--- src/rtl/ulpi_reg_read.sv ---
`default_nettype none
// ============================================================================
// Module   : ulpi_reg_read
// Purpose  : ULPI register read sequencer (TXCMD, turnaround, capture) with
//            bounded retry on PHY aborts and turnaround timeout.
// Revision : 1.0 - initial release
// ============================================================================
module ulpi_reg_read #(
   parameter logic [1:0]  REG_READ_CMD = 2'b11,
   parameter int unsigned RETRY_LIMIT  = 3,
   parameter int unsigned TA_TIMEOUT   = 4
) (
   input  logic       clk,
   input  logic       rst,
   input  logic       READ_DATA,
   input  logic [5:0] ADDR,
   output logic [7:0] DATA,
   output logic       DATA_VALID,
   output logic       ERROR,
   output logic       BUSY,
   input  logic       DIR,
   output logic       STP,
   input  logic       NXT,
   input  logic [7:0] ULPI_DATA_IN,
   output logic [7:0] ULPI_DATA_OUT
);

   typedef enum logic [2:0] {
      S_IDLE       = 3'd0,
      S_TXCMD      = 3'd1,
      S_TURNAROUND = 3'd2,
      S_READ       = 3'd3,
      S_RELEASE    = 3'd4,
      S_ABORT_WAIT = 3'd5
   } state_t;

   localparam logic [3:0] c_retry_limit = 4'(RETRY_LIMIT);
   localparam logic [3:0] c_ta_timeout  = 4'(TA_TIMEOUT);

   state_t     r_state;
   logic [5:0] r_addr;
   logic [3:0] r_retry;
   logic [3:0] r_ta;
   logic [7:0] r_data;
   logic       r_valid;
   logic       r_error;
   logic       r_stp;
   logic [7:0] r_out;
   logic [3:0] w_ta_next;

   assign w_ta_next = r_ta + 4'd1;

   always_ff @(posedge clk or posedge rst) begin
      if (rst) begin
         r_state <= S_IDLE;
         r_addr  <= '0;
         r_retry <= '0;
         r_ta    <= '0;
         r_data  <= '0;
         r_valid <= 1'b0;
         r_error <= 1'b0;
         r_stp   <= 1'b0;
         r_out   <= '0;
      end else begin
         r_valid <= 1'b0;
         r_error <= 1'b0;
         r_stp   <= 1'b0;
         case (r_state)
            S_IDLE: begin
               if (READ_DATA && !DIR) begin
                  r_addr  <= ADDR;
                  r_out   <= {REG_READ_CMD, ADDR};
                  r_retry <= '0;
                  r_state <= S_TXCMD;
               end
            end
            // DIR outranks NXT: a PHY turnaround always wins over our TXCMD
            S_TXCMD: begin
               if (DIR) begin
                  r_out   <= '0;
                  r_state <= S_ABORT_WAIT;
               end else if (NXT) begin
                  r_out   <= '0;
                  r_ta    <= '0;
                  r_state <= S_TURNAROUND;
               end
            end
            S_TURNAROUND: begin
               if (DIR) begin
                  r_state <= NXT ? S_ABORT_WAIT : S_READ;
               end else begin
                  r_ta <= w_ta_next;
                  if (w_ta_next == c_ta_timeout) begin
                     r_error <= 1'b1;
                     r_state <= S_IDLE;
                  end
               end
            end
            S_READ: begin
               if (DIR && !NXT) begin
                  r_data  <= ULPI_DATA_IN;
                  r_valid <= 1'b1;
                  r_state <= S_RELEASE;
               end else begin
                  r_state <= S_ABORT_WAIT;
               end
            end
            S_RELEASE: begin
               if (!DIR) r_state <= S_IDLE;
            end
            S_ABORT_WAIT: begin
               if (!DIR) begin
                  if (r_retry < c_retry_limit) begin
                     r_retry <= r_retry + 4'd1;
                     r_out   <= {REG_READ_CMD, r_addr};
                     r_state <= S_TXCMD;
                  end else begin
                     r_error <= 1'b1;
                     r_state <= S_IDLE;
                  end
               end
            end
            default: begin
               r_state <= S_IDLE;
               r_data  <= '0;
               r_out   <= '0;
            end
         endcase
      end
   end

   assign DATA          = r_data;
   assign DATA_VALID    = r_valid;
   assign ERROR         = r_error;
   assign STP           = r_stp;
   assign ULPI_DATA_OUT = r_out;
   assign BUSY          = (r_state != S_IDLE);

endmodule
`default_nettype wire
--- config.mk ---
export PLATFORM = sky130hd
export DESIGN_NAME = ulpi_reg_read
export DESIGN_NICKNAME = d
export VERILOG_FILES = /design/src/rtl/ulpi_reg_read.sv
export SDC_FILE = /design/constraint.sdc
export NUM_CORES = 1
export LEC_CHECK = 0
export CELL_PAD_IN_SITES_DETAIL_PLACEMENT = 1
export CELL_PAD_IN_SITES_GLOBAL_PLACEMENT = 1
export CORE_MARGIN = 4
export CORE_UTILIZATION = 30
export CTS_CLUSTER_SIZE = 24
export DETAILED_ROUTE_END_ITERATION = 7
export PLACE_DENSITY = 0.62
export RECOVER_POWER = 25
export SLEW_MARGIN = 30
export SYNTH_ARGS = -nofsm -noshare
export SYNTH_HDL_FRONTEND = slang
export SYNTH_SLANG_ARGS = --single-unit
--- constraint.sdc ---
create_clock -name clk -period 2.4 [get_ports clk]
set_input_delay 0.48 -clock clk [delete_from_list [all_inputs] [get_ports clk]]
set_output_delay 0.48 -clock clk [all_outputs]
set_load 0.01 [all_outputs]
# == Yosys cells after proc, flatten, opt, wreduce, memory -nomap -nowiden ==
# Cells that the tools add are included.
# totals
ff_bits,35
input_bits,19
output_inout_bits,20
elab_cells,79
# op_classes
n_addsub,2
magnitude_cmp,1
eq_ne,16
mux,34
bitwise,2
n_reduce_logical,16
# op_table
cell,count
8-bit two-way mux,6
8-bit one-hot mux with 4 select lines,1
3-bit two-way mux,8
4-bit two-way mux,6
3-bit one-hot mux with 6 select lines,1
2-bit != test (second input constant),8
4-bit one-hot mux with 2 select lines,2
8-bit one-hot mux with 2 select lines,1
5-bit AND reduction,2
4-bit by 1-bit adder with 4-bit output (second input constant),2
1-bit two-way mux,8
4-bit AND reduction,2
3-bit by 2-bit == test with 1-bit output (second input constant),2
3-bit == test (second input constant),2
3-bit != test (second input constant),2
5-bit OR reduction,1
4-bit by 3-bit == test with 1-bit output (second input constant),1
4-bit by 2-bit < comparator with 1-bit output (second input constant),1
2-bit AND reduction,2
2-bit nonzero test,2
3-bit by 1-bit == test with 1-bit output (second input constant),1
3-bit zero test,1
3-bit nonzero test,1
3-bit OR reduction,1
4 further kinds,7

# == Logic depth before layout (Yosys ltp) ==
# Gate-level depths: netlist of the first run.
# depth
word_depth,5
ltp_mapped,6
ltp_nobuf,5

# == Worst setup path after synthesis of the first run ==
# Ideal clock, no wire load.
# synth_path
kind,register to register
from,register r_retry[0]
to,register r_retry[1]
setup_ns,0.122
t_arrival_ns,1.546
t_required_ns,2.278
setup_slack_ns,0.732
stages_incl_launch_ff,6
path_buffers,0
period_less_slack_ns,1.668
path_cell_list,dfrtp_1 ha_1 or3_4 nand2b_4 a211o_1 a32o_1
# synth_between
elab_chain_cells,4
elab_cells_between_ends,7
classes_between,add/sub (1); order compare (1); eq/ne (1); mux (3); reduce/logical (1)
# synth_lines
element,line_no,text
start: declaration,42,logic [3:0] r_retry;
start signal: assignment,114,r_retry <= r_retry + 4'd1;
4-bit by 1-bit adder with 4-bit output,114,
4-bit two-way mux,113,if (r_retry < c_retry_limit) begin
4-bit two-way mux,112,if (!DIR) begin
4-bit one-hot mux with 2 select lines,68,case (r_state)
# Parallel ways exist; a longest one is shown, timed or not. The select of a mux whose other input is x is not followed.
# A chain may end at the register's enable or synchronous reset.

# == Final worst setup path of the first run ==
# layout_path
from,register r_state[0]
to,output port BUSY
# layout_between
elab_chain_cells,1
# layout_lines
element,line_no,text
start: declaration,40,state_t r_state;
start signal: assignment,90,r_state <= NXT ? S_ABORT_WAIT : S_READ;
3-bit nonzero test,137,assign BUSY = (r_state != S_IDLE);
end: declaration,20,"output logic BUSY,"
# No other way between the ends.

==> results of run 1 <==
-- sequential cells by signal (all words and copies together) (netlist names) --
signal and count:
DATA_VALID 1, r_retry 4, r_ta 4, ULPI_DATA_OUT 7, DATA 8, ERROR 1, r_addr 6, r_state 3
-- cell families (layout without fill, tap and decap cells) --
family          count (synthesis)  count (layout)  share of synthesized area (%)
simple gates                   67              67                           20.2
mux                            13              13                           8.11
fa+ha+maj                       2               2                           1.47
buf+inv                        15              57                           4.20
compound gates                 39              39                           15.6
other cells                     1               1                          0.221
flops                          34              34                           50.1
-- metal layers --
metal | share of wire (%) | wire length, um | GRT usage [%] | up-vias
met4 | 1.7 | 73 | 5.65 | 0
met2 | 49 | 2110 | 21.1 | 29
met5 | 0 | 0 | 0 | -
met1 | 45 | 1940 | 16.7 | 673
met3 | 4.0 | 173 | 3.97 | 8
li1 | - | - | - | 678
-- stage by stage --
stage	setup slack, ns	hold WS (ns)	cell area [um^2]	utilization [%]	power [uW]
floorplan	0.732	0.446	1700	-	1400
global placement	0.319	0.461	2160	39.2	1710
detailed placement	0.168	0.475	2160	39.2	1750
CTS	0.402	0.488	2250	40.9	2200
global route	0.305	0.519	2250	40.9	2330
finish	0.427	0.482	2250	40.9	2160
-- cell usage in the layout (no fill, tap or decap), types with 2 or more instances in the layout --
master           netlist  routed
and3b_1                3       3
nor2_1                 4       4
nor2b_1                4       4
mux2i_1                7       7
nand2b_1               3       3
dfrtp_1               34      34
nand2_1               36      36
inv_1                  4       4
a21o_1                 2       2
nor3_1                 2       2
a22o_1                 6       6
buf_4                  2       7
clkdlybuf4s50_1        0      36
a21oi_1                4       4
o21ai_0               16      16
clkbuf_8               0       6
mux2_2                 6       6
ha_1                   2       2
nand3_1                3       3
-- power groups by stage --
stage                     sequential [uW]  clock [uW]  combinational, uW
after CTS                             831         459                910
after global routing                  848         485                997
final                                 829         437                896
after floorplan                       834           0                564
after detailed placement              843           0                906
after global placement                828           0                886
-- Yosys cell counts (2+ instances only) --
| cell type | count | area share (%) |
|---|---|---|
| o21ai_0 | 16 | 4.7 |
| nand2_1 | 36 | 8.0 |
| nor3_1 | 2 | 0.59 |
| a22o_1 | 6 | 3.1 |
| nand3_1 | 3 | 0.88 |
| a21o_1 | 2 | 0.88 |
| inv_1 | 4 | 0.88 |
| clkbuf_1 | 2 | 0.44 |
| nor2b_1 | 4 | 1.5 |
| ha_1 | 2 | 1.5 |
| buf_2 | 6 | 1.8 |
| buf_4 | 2 | 0.88 |
| nand2b_1 | 3 | 1.1 |
| mux2_2 | 6 | 4.0 |
| dfrtp_1 | 34 | 50 |
| mux2i_1 | 7 | 4.1 |
| a21oi_1 | 4 | 1.2 |
| nor2_1 | 4 | 0.88 |
| and3b_1 | 3 | 1.5 |
-- layout make-up --
type	instances	area [um^2]
Fill cell	634	3260
Sequential cell	34	851
Multi-Input combinational cell	122	774
Timing Repair Buffer	45	428
Tap cell	72	90.1
Clock buffer	7	86.3
Inverter	4	15.0
Clock inverter	1	5.00
-- final timing paths --
check	cells past startpoint	to	slack, ns
min reg2reg	1	r_ta[3]	0.48
max	3	BUSY	0.43
max reg2reg	4	DATA[5]	0.49
min in group asynchronous	3	DATA[0]	0.90
min	1	r_ta[3]	0.48
max in group asynchronous	3	r_retry[2]	0.96
==> run summary, run 1 <==
status - complete, no violations
post-synth cell types - 44
port buffer count - 37
slowest stage delay, CP - 0.54 ns
vias in the first global route - 1466
top-level I/O count - 39
hold_buf cts - 0
fin cells - 285
Psw - 751 uW
Die Ht - 83.2 um
Cells after Synth - 171
postcts setup bufs - 0
Slowest cell on crit path - clkdlybuf4s50_1
synthesized area per cell - 9.92 um^2
GP Congestion - 0.691
CP Capture Type - output pin
Die X - 83.2 um
FF-to-FF Start - r_state[0]
CTS HTree Levels - 2
core footprint - 5510 um^2
TritonRoute pass-1 iters - 4
Seq/Total Area, Yosys - 50.1%
Initial Utilization - 30.8%
row cnt - 27
Worst VDD drop - 0.000302 V
pwr dens - 961 nW/um^2
Tightest Pin Transition - 0.876 ns
worst path bufs/invs - 1
Tcrit/Tclk final - 82.2%
sequential share of power - 38.4%
P&R area growth vs syn - 32.6%
root buffer cell - clkbuf_8
nets@finish - 233
Sink Count - 34
sw frac - 34.7%
TritonCTS Buffers - 5
Post-Syn Nets - 192
DP HPWL - 3130 um
final-report hold violation count - 0
Antenna Cells - 0
vias per cell - 4.87
clock power share - 20.2%
cell total after placement - 277
synth warn - 0
Comb pwr share - 41.4%
P_int - 1410 uW
setup_tns - 0 ns
leakage power - 0.00101 uW
critical path arrival - 1.49 ns
Most used DFF post-synth - dfrtp_1
worst-path fanout max - 6
min-delay src - r_ta[3]
number of flops mapped to enable cells by yosys - 0
largest net degree at the start of global routing - 35
CTS tree - yes
ANT nets after route - 0
total track usage - 13.3%
nature of the critical path startpoint - flop
RSZ-0062 raised after global routing - false
total grt overflow - 0
setup violators final - 0
Peak Freq - 0.507 GHz
Slew headroom - 41.6%
clock tree buffer depth - 2
initial antenna violation count - 0
Seq cells post-synth - 34
ratio of cells with drive above 1 in the final layout - 12.7%
Final Skew - 0.00732 ns
worst hold-check path type - flop to flop
crit path from - r_state[0]
die area - 6920 um^2
DRC violations left - 0
Synth Cell Area - 1700 um^2
DR iter-0 viols - 37
WL/cell - 15.1 um
via count - 1388
Tmin final - 1.97 ns
first-pass GRT wire length - 7380 um
Worst EP required - 1.92 ns
Total Wirelength - 4300 um
cts repair resizes - 0
clock slew at reported path FFs - 0.07 ns
kind of critical path - flop to output pin
asr flop ratio synth - 100%
total of max-cap violations - 0
Clk Latency, worst-skew pair - 0.29 ns
Slew Viols, Final - 0
delay-heaviest family, CP - buffers and inverters
cell breakdown of the critical path - nor2_2, nand2_1, clkdlybuf4s50_1
(Power assumes the default switching activity.)
==> run 2: changes to the inputs <==
clock period = 2.02 ns   (was 2.4 ns; I/O delays follow)
==> run 2 against run 1 <==
Against the previous run:
- critical path depth unchanged
- die area unchanged
- utilization grew 0.66 points
- global-route usage grew 0.83 points
- critical endpoint unchanged
==> run summary, run 2 (synthesized netlist as in run 1, its figures left out) <==
status - complete, no violations
nature of the critical path startpoint - flop
Antenna Cells - 0
clock slew at reported path FFs - 0.07 ns
Sink Count - 34
Tmin final - 1.90 ns
Worst EP required - 1.62 ns
die area - 6920 um^2
port buffer count - 37
Clk Latency, worst-skew pair - 0.29 ns
vias per cell - 4.85
TritonRoute pass-1 iters - 4
Util after Layout - 41.5%
Slew headroom - 43.5%
fin cells - 288
Die X - 83.2 um
nets@finish - 236
first-pass GRT wire length - 7950 um
Peak Freq - 0.527 GHz
commonest non-fill, non-tap cells in the layout - nand2_1, clkdlybuf4s50_1, dfrtp_1, o21ai_0, buf_4
CTS HTree Levels - 2
setup violators final - 0
Final Skew - 0.00955 ns
Initial Utilization - 30.8%
RSZ-0062 raised after global routing - false
root buffer cell - clkbuf_8
ANT nets after route - 0
P&R area growth vs syn - 34.7%
critical path arrival - 1.49 ns
via count - 1396
Post-DP Area - 2200 um^2
postcts setup bufs - 0
largest net degree at the start of global routing - 35
CTS tree - yes
Tcrit/Tclk final - 94.0%
Tightest Pin Transition - 0.848 ns
core footprint - 5510 um^2
GP Congestion - 0.804
total grt overflow - 0
clock tree buffer depth - 2
CP Capture Type - output pin
Slew Viols, Final - 0
DRC violations left - 0
ratio of cells with drive above 1 in the final layout - 14.4%
Total Wirelength - 4470 um
hold_buf cts - 0
initial antenna violation count - 0
worst hold-check path type - flop to flop
final-report hold violation count - 0
fillers - 638
pwr dens - 1140 nW/um^2
DR iter-0 viols - 38
setup_tns - 0 ns
worst-path fanout max - 8
total of max-cap violations - 0
kind of critical path - flop to output pin
top-level I/O count - 39
Tot Pwr - 2600 uW
WL/cell - 15.5 um
TritonCTS Buffers - 5
post-route cell area - 2290 um^2
leakage power - 0.00103 uW
Worst VDD drop - 0.000436 V
Largest register FFs - 8
Die Ht - 83.2 um
vias in the first global route - 1605
row cnt - 27
total track usage - 14.1%
DP HPWL - 3430 um
cell total after placement - 280
==> run 2: cell types whose count changed in the layout (fill, tap and decap cells not counted), sizes merged <==
cell / previous run / this run
buf: 7 / 10
==> run 2: path summary, 6_finish.rpt <==
path	cells past startpoint	start	slack, ns	to
max in group asynchronous	3	rst	0.62	r_state[2]
hold / removal	2	DATA[5]	0.48	DATA[5]
min in group asynchronous	3	rst	0.82	DATA[7]
setup / recovery	3	r_state[1]	0.12	BUSY
hold reg to reg	2	DATA[5]	0.48	DATA[5]
setup reg to reg	5	r_retry[0]	0.21	r_retry[1]
==> run 2: area by class of cell <==
class                   count  area [um^2]  area share, %
multi-input cells         122          774           33.9
well taps                  72         90.1           3.94
inverters                   4         15.0          0.657
repair buffers             48          463           20.3
clock buffers               7         86.3           3.78
clock inverters             1         5.00          0.219
flip-flops and latches     34          852           37.3
==> run 2: critical path, stage by stage (launching register included) <==
cell	delay [ns]
dfrtp_1	0.39
inv_1	0.21
nand2_1	0.11
clkdlybuf4s50_1	0.49
==> run 2: timing repair <==
item                                   CTS  global route
endpoints found under the hold margin    0             0
resized for setup                        0             1
setup endpoints to repair                0             1
==> run 2: metal layers <==
layer	vias to the layer above	track usage, %	part of all wire, %
li1	676	-	-
met1	685	15.9	43
met2	29	24.2	51
met3	6	4.56	4.6
met4	0	6.24	1.4
met5	-	0	0
==> run 2: stage by stage <==
step                      hold slack, ns  setup WS (ns)
final                              0.484          0.122
after global routing               0.521         0.0371
after CTS                          0.491         0.0586
after detailed placement           0.475       0.000738
after global placement             0.462         0.0779
after floorplan                    0.446          0.352
==> run 2: power by group <==
part | switching, uW | internal, uW
clock | 242 | 275
combinational | 530 | 554
sequential | 140 | 864
total | 912 | 1690
